[src/rtl/mem_arb_pkg.sv]
// Shared types and constants for the memory-port arbiter and its round-robin helper.
package mem_arb_pkg;

  typedef enum logic [1:0] {
    IDLE   = 2'd0,
    STROBE = 2'd1,
    WAIT   = 2'd2,
    RESP   = 2'd3
  } arb_state_e;

  localparam logic REQ_IF = 1'b0;
  localparam logic REQ_DM = 1'b1;

  localparam int LAT_MIN = 1;
  localparam int LAT_MAX = 15;

  function automatic bit mem_lat_legal(input int lat);
    return (lat >= LAT_MIN) && (lat <= LAT_MAX);
  endfunction

endpackage

[src/rtl/mem_port_arbiter_rr_arb2.sv]
// Combinational 2-way round-robin picker; on a tie the side that did not win last time wins.
module rr_arb2
  import mem_arb_pkg::*;
(
  input  logic req0,
  input  logic req1,
  input  logic last_grant,
  output logic grant_valid,
  output logic grant_id
);

  always_comb begin
    grant_valid = req0 | req1;
    if (req0 && req1) begin
      grant_id = ~last_grant;
    end else if (req1) begin
      grant_id = REQ_DM;
    end else begin
      grant_id = REQ_IF;
    end
  end

endmodule

[src/rtl/mem_port_arbiter.sv]
// Shares one memory port between instruction fetch and data memory: one strobe cycle,
// a fixed latency wait, then a one-cycle ack to the granted requester.
module mem_port_arbiter
  import mem_arb_pkg::*;
#(
  parameter int DATA_W  = 16,
  parameter int ADDR_W  = 16,
  parameter int MEM_LAT = 1
) (
  input  logic              clk,
  input  logic              reset,
  input  logic              if_req,
  input  logic [ADDR_W-1:0] if_addr,
  output logic              if_ack,
  output logic [DATA_W-1:0] if_rdata,
  input  logic              dm_req,
  input  logic              dm_we,
  input  logic [ADDR_W-1:0] dm_addr,
  input  logic [DATA_W-1:0] dm_wdata,
  output logic              dm_ack,
  output logic [DATA_W-1:0] dm_rdata,
  output logic              mem_read,
  output logic              mem_write,
  output logic [ADDR_W-1:0] mem_address,
  output logic [DATA_W-1:0] data_out,
  input  logic [DATA_W-1:0] data_in,
  output logic              busy,
  output logic              grant_id
);

  if (!mem_lat_legal(MEM_LAT)) begin : g_bad_lat
    $error("mem_port_arbiter: MEM_LAT must be within 1..15");
  end

  localparam logic [3:0] LAT_LOAD = 4'(MEM_LAT - 1);

  arb_state_e        state_q, state_d;
  logic [3:0]        cnt_q, cnt_d;
  logic              last_grant_q, last_grant_d;
  logic              grant_id_q, grant_id_d;
  logic              we_q, we_d;
  logic [ADDR_W-1:0] mem_address_q, mem_address_d;
  logic [DATA_W-1:0] data_out_q, data_out_d;
  logic              mem_read_q, mem_read_d;
  logic              mem_write_q, mem_write_d;
  logic [DATA_W-1:0] if_rdata_q, if_rdata_d;
  logic [DATA_W-1:0] dm_rdata_q, dm_rdata_d;

  logic arb_valid;
  logic arb_id;
  logic grant_we;

  rr_arb2 u_rr_arb2 (
    .req0        (if_req),
    .req1        (dm_req),
    .last_grant  (last_grant_q),
    .grant_valid (arb_valid),
    .grant_id    (arb_id)
  );

  assign grant_we = (arb_id == REQ_DM) && dm_we;

  // Address/data are loaded at grant so they are already registered during STROBE.
  always_comb begin
    state_d       = state_q;
    cnt_d         = cnt_q;
    last_grant_d  = last_grant_q;
    grant_id_d    = grant_id_q;
    we_d          = we_q;
    mem_address_d = mem_address_q;
    data_out_d    = data_out_q;
    mem_read_d    = 1'b0;
    mem_write_d   = 1'b0;
    if_rdata_d    = if_rdata_q;
    dm_rdata_d    = dm_rdata_q;
    case (state_q)
      IDLE: begin
        if (arb_valid) begin
          grant_id_d    = arb_id;
          last_grant_d  = arb_id;
          we_d          = grant_we;
          mem_address_d = (arb_id == REQ_DM) ? dm_addr : if_addr;
          data_out_d    = grant_we ? dm_wdata : '0;
          mem_read_d    = ~grant_we;
          mem_write_d   = grant_we;
          state_d       = STROBE;
        end
      end
      STROBE: begin
        cnt_d   = LAT_LOAD;
        state_d = WAIT;
      end
      WAIT: begin
        if (cnt_q == 4'd0) begin
          if (!we_q) begin
            if (grant_id_q == REQ_DM) dm_rdata_d = data_in;
            else                      if_rdata_d = data_in;
          end
          state_d = RESP;
        end else begin
          cnt_d = cnt_q - 4'd1;
        end
      end
      RESP: begin
        state_d = IDLE;
      end
      default: state_d = IDLE;
    endcase
  end

  always_ff @(posedge clk or posedge reset) begin
    if (reset) begin
      state_q       <= IDLE;
      cnt_q         <= 4'd0;
      last_grant_q  <= REQ_DM;
      grant_id_q    <= 1'b0;
      we_q          <= 1'b0;
      mem_address_q <= '0;
      data_out_q    <= '0;
      mem_read_q    <= 1'b0;
      mem_write_q   <= 1'b0;
      if_rdata_q    <= '0;
      dm_rdata_q    <= '0;
    end else begin
      state_q       <= state_d;
      cnt_q         <= cnt_d;
      last_grant_q  <= last_grant_d;
      grant_id_q    <= grant_id_d;
      we_q          <= we_d;
      mem_address_q <= mem_address_d;
      data_out_q    <= data_out_d;
      mem_read_q    <= mem_read_d;
      mem_write_q   <= mem_write_d;
      if_rdata_q    <= if_rdata_d;
      dm_rdata_q    <= dm_rdata_d;
    end
  end

  assign if_ack      = (state_q == RESP) && (grant_id_q == REQ_IF);
  assign dm_ack      = (state_q == RESP) && (grant_id_q == REQ_DM);
  assign if_rdata    = if_rdata_q;
  assign dm_rdata    = dm_rdata_q;
  assign mem_read    = mem_read_q;
  assign mem_write   = mem_write_q;
  assign mem_address = mem_address_q;
  assign data_out    = data_out_q;
  assign busy        = (state_q != IDLE);
  assign grant_id    = grant_id_q;

endmodule

[config.mk]
export PLATFORM = sky130hd
export DESIGN_NAME = mem_port_arbiter
export DESIGN_NICKNAME = d
export VERILOG_FILES = /design/src/rtl/mem_arb_pkg.sv /design/src/rtl/mem_port_arbiter_rr_arb2.sv /design/src/rtl/mem_port_arbiter.sv
export SDC_FILE = /design/constraint.sdc
export NUM_CORES = 1
export LEC_CHECK = 0
export CORE_UTILIZATION = 45
export DETAILED_ROUTE_END_ITERATION = 8
export MAX_ROUTING_LAYER = met4
export PLACE_DENSITY_LB_ADDON = 0.08
export SKIP_LAST_GASP = 1
export SYNTH_ARGS = -nofsm -noshare
export SYNTH_HDL_FRONTEND = slang
export SYNTH_SLANG_ARGS = --single-unit
[constraint.sdc]
create_clock -name clk -period 3.76 [get_ports clk]
set_input_delay 0.376 -clock clk [delete_from_list [all_inputs] [get_ports clk]]
set_output_delay 0.376 -clock clk [all_outputs]
set_load 0.01 [all_outputs]
Yosys cells after proc, flatten, opt, wreduce, memory -nomap -nowiden --
Index checks and enable logic that the tools add are counted.
Word-level totals: bits of input ports 69, output and inout bits 70, word-level logic and storage cells 49, bits in registers 75
Operators by class: equality and inequality tests 6, bitwise logic cells 5, reduce and logical (&&, ||, !) cells 13, add/sub/neg operators 1, multiplexer cells 13
Operator list (count):
- two-way mux 16 bit | 2
- one-hot mux 2 bit (4 select lines) | 1
- one-hot mux 4 bit (2 select lines) | 1
- AND reduction 4 bit | 2
- two-way mux 1 bit | 6
- != test 2 bit (second input constant) | 3
- AND reduction 2 bit | 3
- == test 2 bit (second input constant) | 2
- logical AND 1 bit | 4
- logical NOT 4 bit | 1
- two-way mux 2 bit | 2
- two-way mux 4 bit | 1
- NOT 1 bit | 4
- nonzero test 2 bit | 2
- subtractor 4 x 1 -> 4 bit (second input constant) | 1
- == test 2 x 1 -> 1 bit (second input constant) | 1
- logical NOT 2 bit | 1
- OR 1 bit | 1

Depth between registers and ports, before layout --
Gate-level depths: netlist of run 1.
word-level depth 6, mapped depth 8, mapped depth without buffers 5

Hierarchy --
A second synthesis of run 1 with hierarchy kept.
Unflattened totals: cells, all modules 226, area total of the unflattened synthesis 3158.0 sq um
By module, submodules not included:
- mem_port_arbiter | area each 3144.3 sq um, times used 1, cells an instance 224, sequential area each 1878.1 sq um
- rr_arb2 | area each 13.8 sq um, times used 1, cells an instance 2, sequential area each 0.0 sq um

Least setup slack after synthesis of run 1 --
Ideal clock, no wire load.
kind register to register, from register state_q[0], to register if_rdata_q[0] (netlist: if_rdata[0]), clock period less this slack 1879 ps, path buffers 3, stages on the path, launching flop included 9, data arrival time 1754 ps, setup slack 1881 ps, library setup time 125 ps, data required time 3635 ps, cells stage by stage dfrtp_1 > inv_1 > ha_1 > clkbuf_2 > nand2_1 > or3b_1 > buf_2 > buf_6 > mux2_4
On the way: word-level cells in the longest chain between the ends 2
RTL lines:
- start, declared | line mem_port_arbiter.sv:37 | arb_state_e state_q, state_d;
- start signal, assigned | line mem_port_arbiter.sv:125 | state_q <= state_d;
- == test 2 bit | line mem_port_arbiter.sv:76 | case (state_q)
- AND reduction 4 bit (no source line)
- end signal, assigned | line mem_port_arbiter.sv:134 | if_rdata_q <= if_rdata_d;
- end, declared | line mem_port_arbiter.sv:46 | logic [DATA_W-1:0] if_rdata_q, if_rdata_d;
No other way between the ends. A chain may end at the register's enable or synchronous reset.

Worst setup path in the final report of run 1 --
from register state_q[1], to output port busy
On the way: word-level cells in the longest chain between the ends 1
RTL lines:
- nonzero test 2 bit | line mem_port_arbiter.sv:147 | assign busy = (state_q != IDLE);
- end, declared | line mem_port_arbiter.sv:27 | output logic busy,
No other way between the ends.

==> impl_metrics.py, run 1 <==
metrics = {
    "floorplan": {
        "pin_count": 139,
        "die_width_um": 84.9,
        "initial_core_utilization_pct": 47.6,
        "die_y_extent_um": 84.9,
        "placement_rows": 29,
        "core_area_mm2": 0.00649,
        "die_area_mm2": 0.00721,
    },
    "sta": {
        "report.final.hold_viol_count": 0,
        "clock_skew_ns": 0.0120,
        "finalCriticalPeriod_ns": 2.19,
        "rsz0062_at_grt": "false",
        "min_period_over_period_pct": 58.2,
        "fmaxAchievable_ghz": 0.457,
        "setup_viol": 0,
        "final.setup.tns_ns": 0,
        "pins_over_their_slew_limit": 0,
        "relSlewSlack_pct": 29.2,
        "max_slew.worst_pin.slew_ns": 1.06,
    },
    "worst_setup_path": {
        "regToRegEndpoint": "if_rdata[2]",
        "critical-path-top-cell-by-count": "inv_1",
        "worstPathRequired_ns": 3.38,
        "critical_path_buf_inv_count": 3,
        "crit_fanout": 8,
        "critical_path_capture_point_type": "output pin",
        "startpoint_type": "flop",
        "setup.worst_path.class": "flop to output pin",
        "crit_start": "state_q[1]",
        "slowest_delay_ns": 0.50,
        "r2r.worst_path.cells": 5,
        "timing.critical_path.arrival_ns": 1.81,
        "reg2reg_slack_ns": 1.58,
        "timing.critical_path.max_delay_family": "buffers and inverters",
        "r2r_start": "state_q[0]",
        "crit_path_cell_trace": "inv_1 > ha_1 > inv_1 > clkdlybuf4s50_1",
        "critical-path-slowest-cell": "clkdlybuf4s50_1",
    },
    "synthesis": {
        "synth_nets": 305,
        "synth_cell_types": 33,
        "syn-instance-count": 231,
        "synthFlopType": "dfrtp_1",
        "fraction_of_synthesis_flops_using_an_asynchronous_set_or_reset_pin_pct": 100,
        "ys_seq_area_share_pct": 60.7,
        "synth_enable_flop_cells": 0,
        "synth.ff_latch_count": 75,
        "synth_largest_area_cell": "dfrtp_1",
        "post_synth_main_area_contributors": "dfrtp_1 60%, mux2_2 8.4%, mux2i_1 6.1%",
        "syn-mean-instance-area_um2": 13.4,
        "synthesis.yosys.warnings": 0,
        "syn-cell-area_mm2": 0.00309,
        "synth_top_area_share_pct": 59.8,
    },
    "route": {
        "drt.antenna.violating_nets": 0,
        "route.detailed.wl_per_inst_um": 14.8,
        "detailroute.wirelength.met2_um": 3090,
        "dr_total_vias": 2256,
        "starting_drc_count_in_detailed_routing": 79,
        "avgViaCountPerCell": 5.01,
        "met3_wirelength_um": 564,
        "drc_errors": 9,
        "drt-total-wl_um": 6670,
        "detail_route.first_pass.iterations": 6,
        "detail_route.wirelength.met1_um": 2910,
        "maxUsedRoutingLayer": "met4",
    },
    "grt": {
        "grt_pass1_wl_um": 10900,
        "grt_pass1_vias": 2292,
        "grt_overflow_total": 0,
        "grt.total_usage_pct": 20.2,
        "grt_start_max_net_pins": 76,
        "grt_antenna_before_repair": 0,
    },
    "clock_network": {
        "clk_pin_slew_worst_paths_ns": 0.08,
        "post_cts.resized_instances": 0,
        "ctsLongestPathBuffers": 2,
        "cts_htree_levels": 3,
        "ctsHoldBuffers": 0,
        "numCtsBuffers": 9,
        "clkLatencyLatePin_ns": 0.34,
        "cts.sink_count": 75,
        "tritoncts": "done",
        "cts.root.buffer_cell": "clkbuf_8",
        "postCtsSetupRepairBufs": 0,
    },
    "place": {
        "gpl.final_weighted_congestion": 0.747,
        "place_area_mm2": 0.00453,
        "io_port_bufs": 138,
        "dp_hpwl_um": 4780,
    },
    "finish": {
        "flow.area_growth_from_synthesis_pct": 54.1,
        "layout.cell_area.non_filler_mm2": 0.00477,
        "nNetsFinal": 442,
        "final_util_pct": 73.4,
        "antenna-diode-count": 0,
        "num-fill-cells": 471,
        "layout-drive-gt1-share_pct": 15.0,
    },
    "min_path": {
        "worst_hold_startpoint": "mem_address[3]",
        "timing.hold.worst.class": "flop to flop",
        "timing.hold.worst_endpoint": "mem_address[3]",
        "worstHoldPathCells": 2,
    },
    "power": {
        "power_per_cell_area_mw_per_mm2": 817,
        "leakagePower_nw": 2.17,
        "vdd_ir_drop_max_v": 0.000372,
        "pwr-share-comb_pct": 45.3,
        "p_sw_share_pct": 30.6,
        "clock_group_share_of_total_power_pct": 19.0,
        "power.share.sequential_pct": 35.7,
        "net_switching_power_of_the_design_mw": 1.19,
        "power_report.internal_total_mw": 2.71,
    },
    "flow_run": {
        "cap_viol_max_count": 0,
    },
    "status": {
        "outcome": "finished with violations",
        "failed_checks": "DRC",
    },
}
-- cells in the mapped netlist, types with 5 or more instances --
| master | instances |
|---|---|
| a22o_1 | 16 |
| buf_2 | 6 |
| clkbuf_1 | 6 |
| dfrtp_1 | 74 |
| ha_1 | 5 |
| inv_1 | 6 |
| mux2_2 | 23 |
| mux2_4 | 10 |
| mux2i_1 | 19 |
| nand2_1 | 23 |
| o21ai_0 | 18 |
-- per-stage QoR --
stage | worst slack (ns) | hold slack [ns] | power (mW) | std cells
2_1_floorplan | 1.48 | 0.449 | 2.25 | 231
3_3_place_gp | 1.63 | 0.461 | 3.15 | 434
3_5_place_dp | 1.52 | 0.470 | 3.19 | 434
4_1_cts | 1.56 | 0.487 | 3.94 | 450
5_1_grt | 1.44 | 0.498 | 4.12 | 450
6_report | 1.57 | 0.486 | 3.90 | 450
-- worst reg2reg max path, delay by kind of cell, from the launching register on --
| family | cells | cell delay (ns) |
|---|---|---|
| buffers and inverters | 1 | 0.10 |
| and+or+nand+nor | 2 | 0.85 |
| DFF | 1 | 0.42 |
| muxes | 1 | 0.44 |
| adders and majority gates | 1 | 0.26 |
-- cells in the final DEF, fill, tap and decap left out, types with 2 or more instances in the layout --
cell type	instances
clkdlybuf4s50_1	138
dfrtp_1	74
nand2_1	23
mux2_2	23
mux2i_1	19
o21ai_0	18
a22o_1	16
mux2_4	10
clkbuf_8	9
inv_1	5
ha_1	5
bufinv_16	3
nand2b_1	2
nand3_1	2
a21oi_1	2
buf_4	2
-- cell families (layout without fill, tap and decap cells) --
group / Yosys count / after routing / share of synthesized area, %
flip-flops: 75 / 75 / 60.7
multiplexers: 52 / 52 / 19.4
AO/OA/AOI/OAI: 43 / 43 / 9.46
AND/OR/NAND/NOR: 36 / 36 / 5.50
buffers and inverters: 20 / 162 / 2.95
adder cells (fa/ha/maj): 5 / 5 / 2.02
-- final cells by class --
cell class | instances | area [µm²] | area share (%)
clock inverter | 6 | 113 | 2.36
sequential | 75 | 1880 | 39.4
clock buffer | 10 | 128 | 2.68
inverter | 6 | 22.5 | 0.472
timing repair buffer | 140 | 1400 | 29.3
tap | 77 | 96.3 | 2.02
multi-input combinational | 136 | 1140 | 23.8
-- metal layers --
layer | track usage (%) | vias to the layer above
met5 | - | -
met4 | 8.63 | 0
met3 | 6.13 | 11
met2 | 31.6 | 98
met1 | 24.6 | 1060
li1 | - | 1087
-- power by group through the flow --
stage          Sequential [mW]  Clock, mW  Combinational, mW
6_report                  1.39      0.740               1.77
4_1_cts                   1.40      0.757               1.79
2_1_floorplan             1.55          0              0.693
3_5_place_dp              1.40          0               1.79
5_1_grt                   1.44      0.783               1.89
3_3_place_gp              1.40          0               1.75
-- how the worst max path moves through the flow --
stage | to | cells past startpoint | slack (ns)
2_1_floorplan | cnt_q[0] | 1 | 1.48
3_3_place_gp | mem_address[11] | 3 | 1.63
3_5_place_dp | mem_address[9] | 3 | 1.52
4_1_cts | if_rdata[2] | 5 | 1.56
5_1_grt | if_rdata[2] | 5 | 1.44
6_report | busy | 4 | 1.57
-- state kept, by name (all words and copies together) (netlist names) --
signal / flops
mem_write: 1
mem_address: 16
dm_rdata: 16
data_out: 16
state_q: 2
if_rdata: 16
mem_read: 1
last_grant_q: 1
we_q: 1
grant_id: 1
cnt_q: 4
(Power assumes the default switching activity.)
==> run 2: changes to the inputs <==
- CORE_UTILIZATION: 45 -> 42
- clock period: 3.76 -> 2.2 ns (I/O delays scaled with it)
==> run 2 against run 1 <==
- the flow now finishes without violations
- utilization decreased by 4.2 points
- via count increased by 2.6%
- largest power group unchanged
- cell count increased by 6.0%
- highest routed layer unchanged
- power increased by 65%
- wire length increased by 0.84%
- clock skew increased by 0.0055 ns
- hold slack got worse by 0.26 ns
- final area increased by 0.84%
- sequential share of layout area decreased by 0.33 points
- setup slack got worse by 1.4 ns
- critical path depth unchanged
- clock-buffer cell count decreased by 1
==> impl_metrics.py, run 2 (synthesis results as in run 1) <==
metrics = {
    "status": {
        "outcome": "finished, final reports clean",
    },
    "sta": {
        "min_period_over_period_pct": 93.5,
        "relSlewSlack_pct": 65.3,
        "max_slew.worst_pin.slew_ns": 0.520,
        "fmaxAchievable_ghz": 0.486,
        "setup_viol": 0,
        "pins_over_their_slew_limit": 0,
        "report.final.hold_viol_count": 0,
        "finalCriticalPeriod_ns": 2.06,
        "rsz0062_at_grt": "false",
        "final.setup.tns_ns": 0,
        "clock_skew_ns": 0.0175,
    },
    "clock_network": {
        "tritoncts": "done",
        "numCtsBuffers": 9,
        "cts.sink_count": 75,
        "postCtsSetupRepairBufs": 0,
        "ctsLongestPathBuffers": 2,
        "clkLatencyLatePin_ns": 0.35,
        "clk_pin_slew_worst_paths_ns": 0.09,
        "ctsHoldBuffers": 0,
        "post_cts.resized_instances": 0,
        "cts.root.buffer_cell": "clkbuf_8",
        "cts_htree_levels": 3,
    },
    "finish": {
        "flow.area_growth_from_synthesis_pct": 55.4,
        "antenna-diode-count": 0,
        "num-fill-cells": 523,
        "layout-drive-gt1-share_pct": 17.1,
        "nNetsFinal": 450,
        "layout_commonest_cell": "clkdlybuf4s50_1",
        "most_frequent_cells_in_the_layout": "138 x clkdlybuf4s50_1, 74 x dfrtp_1, 23 x nand2_1, 23 x mux2_2, 19 x mux2i_1",
    },
    "floorplan": {
        "die_area_mm2": 0.00771,
        "pin_count": 139,
        "initial_core_utilization_pct": 44.6,
        "placement_rows": 30,
        "die_y_extent_um": 87.8,
        "die_width_um": 87.8,
        "core_area_mm2": 0.00694,
    },
    "route": {
        "route.detailed.wl_per_inst_um": 14.1,
        "starting_drc_count_in_detailed_routing": 53,
        "dr_total_vias": 2315,
        "avgViaCountPerCell": 4.85,
        "drt.antenna.violating_nets": 0,
        "drt-total-wl_um": 6720,
        "drc_errors": 0,
        "detail_route.first_pass.iterations": 4,
    },
    "worst_setup_path": {
        "startpoint_type": "flop",
        "critical_path_buf_inv_count": 3,
        "critical-path-slowest-cell": "clkdlybuf4s50_1",
        "crit_path_cell_trace": "inv_1 > ha_1 > inv_1 > clkdlybuf4s50_1",
        "worstPathRequired_ns": 1.98,
        "setup.worst_path.class": "flop to output pin",
        "critical_path_capture_point_type": "output pin",
        "critical-path-top-cell-by-count": "inv_1",
        "timing.critical_path.arrival_ns": 1.84,
        "crit_fanout": 8,
        "timing.critical_path.max_delay_family": "buffers and inverters",
        "slowest_delay_ns": 0.51,
    },
    "grt": {
        "grt_pass1_wl_um": 10800,
        "grt_overflow_total": 0,
        "grt.total_usage_pct": 19.0,
        "grt_antenna_before_repair": 0,
        "grt_pass1_vias": 2321,
        "grt_start_max_net_pins": 31,
    },
    "place": {
        "gpl.final_weighted_congestion": 0.736,
        "dp_hpwl_um": 4980,
        "io_port_bufs": 138,
    },
    "power": {
        "power_per_cell_area_mw_per_mm2": 1330,
        "vdd_ir_drop_max_v": 0.000649,
        "leakagePower_nw": 2.17,
        "design_power_total_mw": 6.42,
    },
    "min_path": {
        "timing.hold.worst.class": "input port to asynchronous set/reset pin",
    },
    "flow_run": {
        "cap_viol_max_count": 0,
    },
}
-- run 2: where the power goes --
group | internal, mW | total (mW) | switching [mW]
sequential | 2.02 | 2.38 | 0.351
combinational | 1.88 | 3.06 | 1.18
clock | 0.426 | 0.982 | 0.556
-- run 2: worst paths after layout --
check                           startpoint              end  slack, ns  cells after the start
max in group asynchronous            reset     last_grant_q       1.33                      3
min                                  reset      data_out[5]       0.22                      2
min reg2reg                mem_address[13]  mem_address[13]       0.49                      2
max                             state_q[0]             busy       0.14                      4
min in group clk                     dm_we         mem_read       0.45                      2
max reg2reg                     state_q[0]      if_rdata[8]       0.30                      6
-- run 2: area by class of cell --
cell class | instances | area, µm² | area share, %
Clock inverter | 7 | 60.1 | 1.25
Sequential cell | 75 | 1880 | 39.0
Clock buffer | 9 | 124 | 2.58
Tap cell | 96 | 120 | 2.50
Inverter | 6 | 22.5 | 0.468
Timing Repair Buffer | 148 | 1470 | 30.5
Multi-Input combinational cell | 136 | 1140 | 23.6
-- run 2: routing by layer --
metal | up-vias | wire length, µm | track usage (%)
li1 | 1101 | - | -
met1 | 1104 | 2850 | 23.0
met2 | 101 | 3120 | 28.8
met3 | 9 | 635 | 6.79
met4 | 0 | 112 | 8.20
met5 | - | 0 | -
-- run 2: metrics by stage --
stage	std cells	hold slack, ns	instance area (µm²)	worst slack, ns	util, %
after floorplan	231	0.293	3090	0.0717	-
after global placement	461	0.462	4630	0.371	66.6
after detailed placement	461	0.475	4630	0.290	66.6
after CTS	477	0.221	4810	0.112	69.3
after global routing	477	0.263	4810	0.0606	69.3
final	477	0.221	4810	0.143	69.3
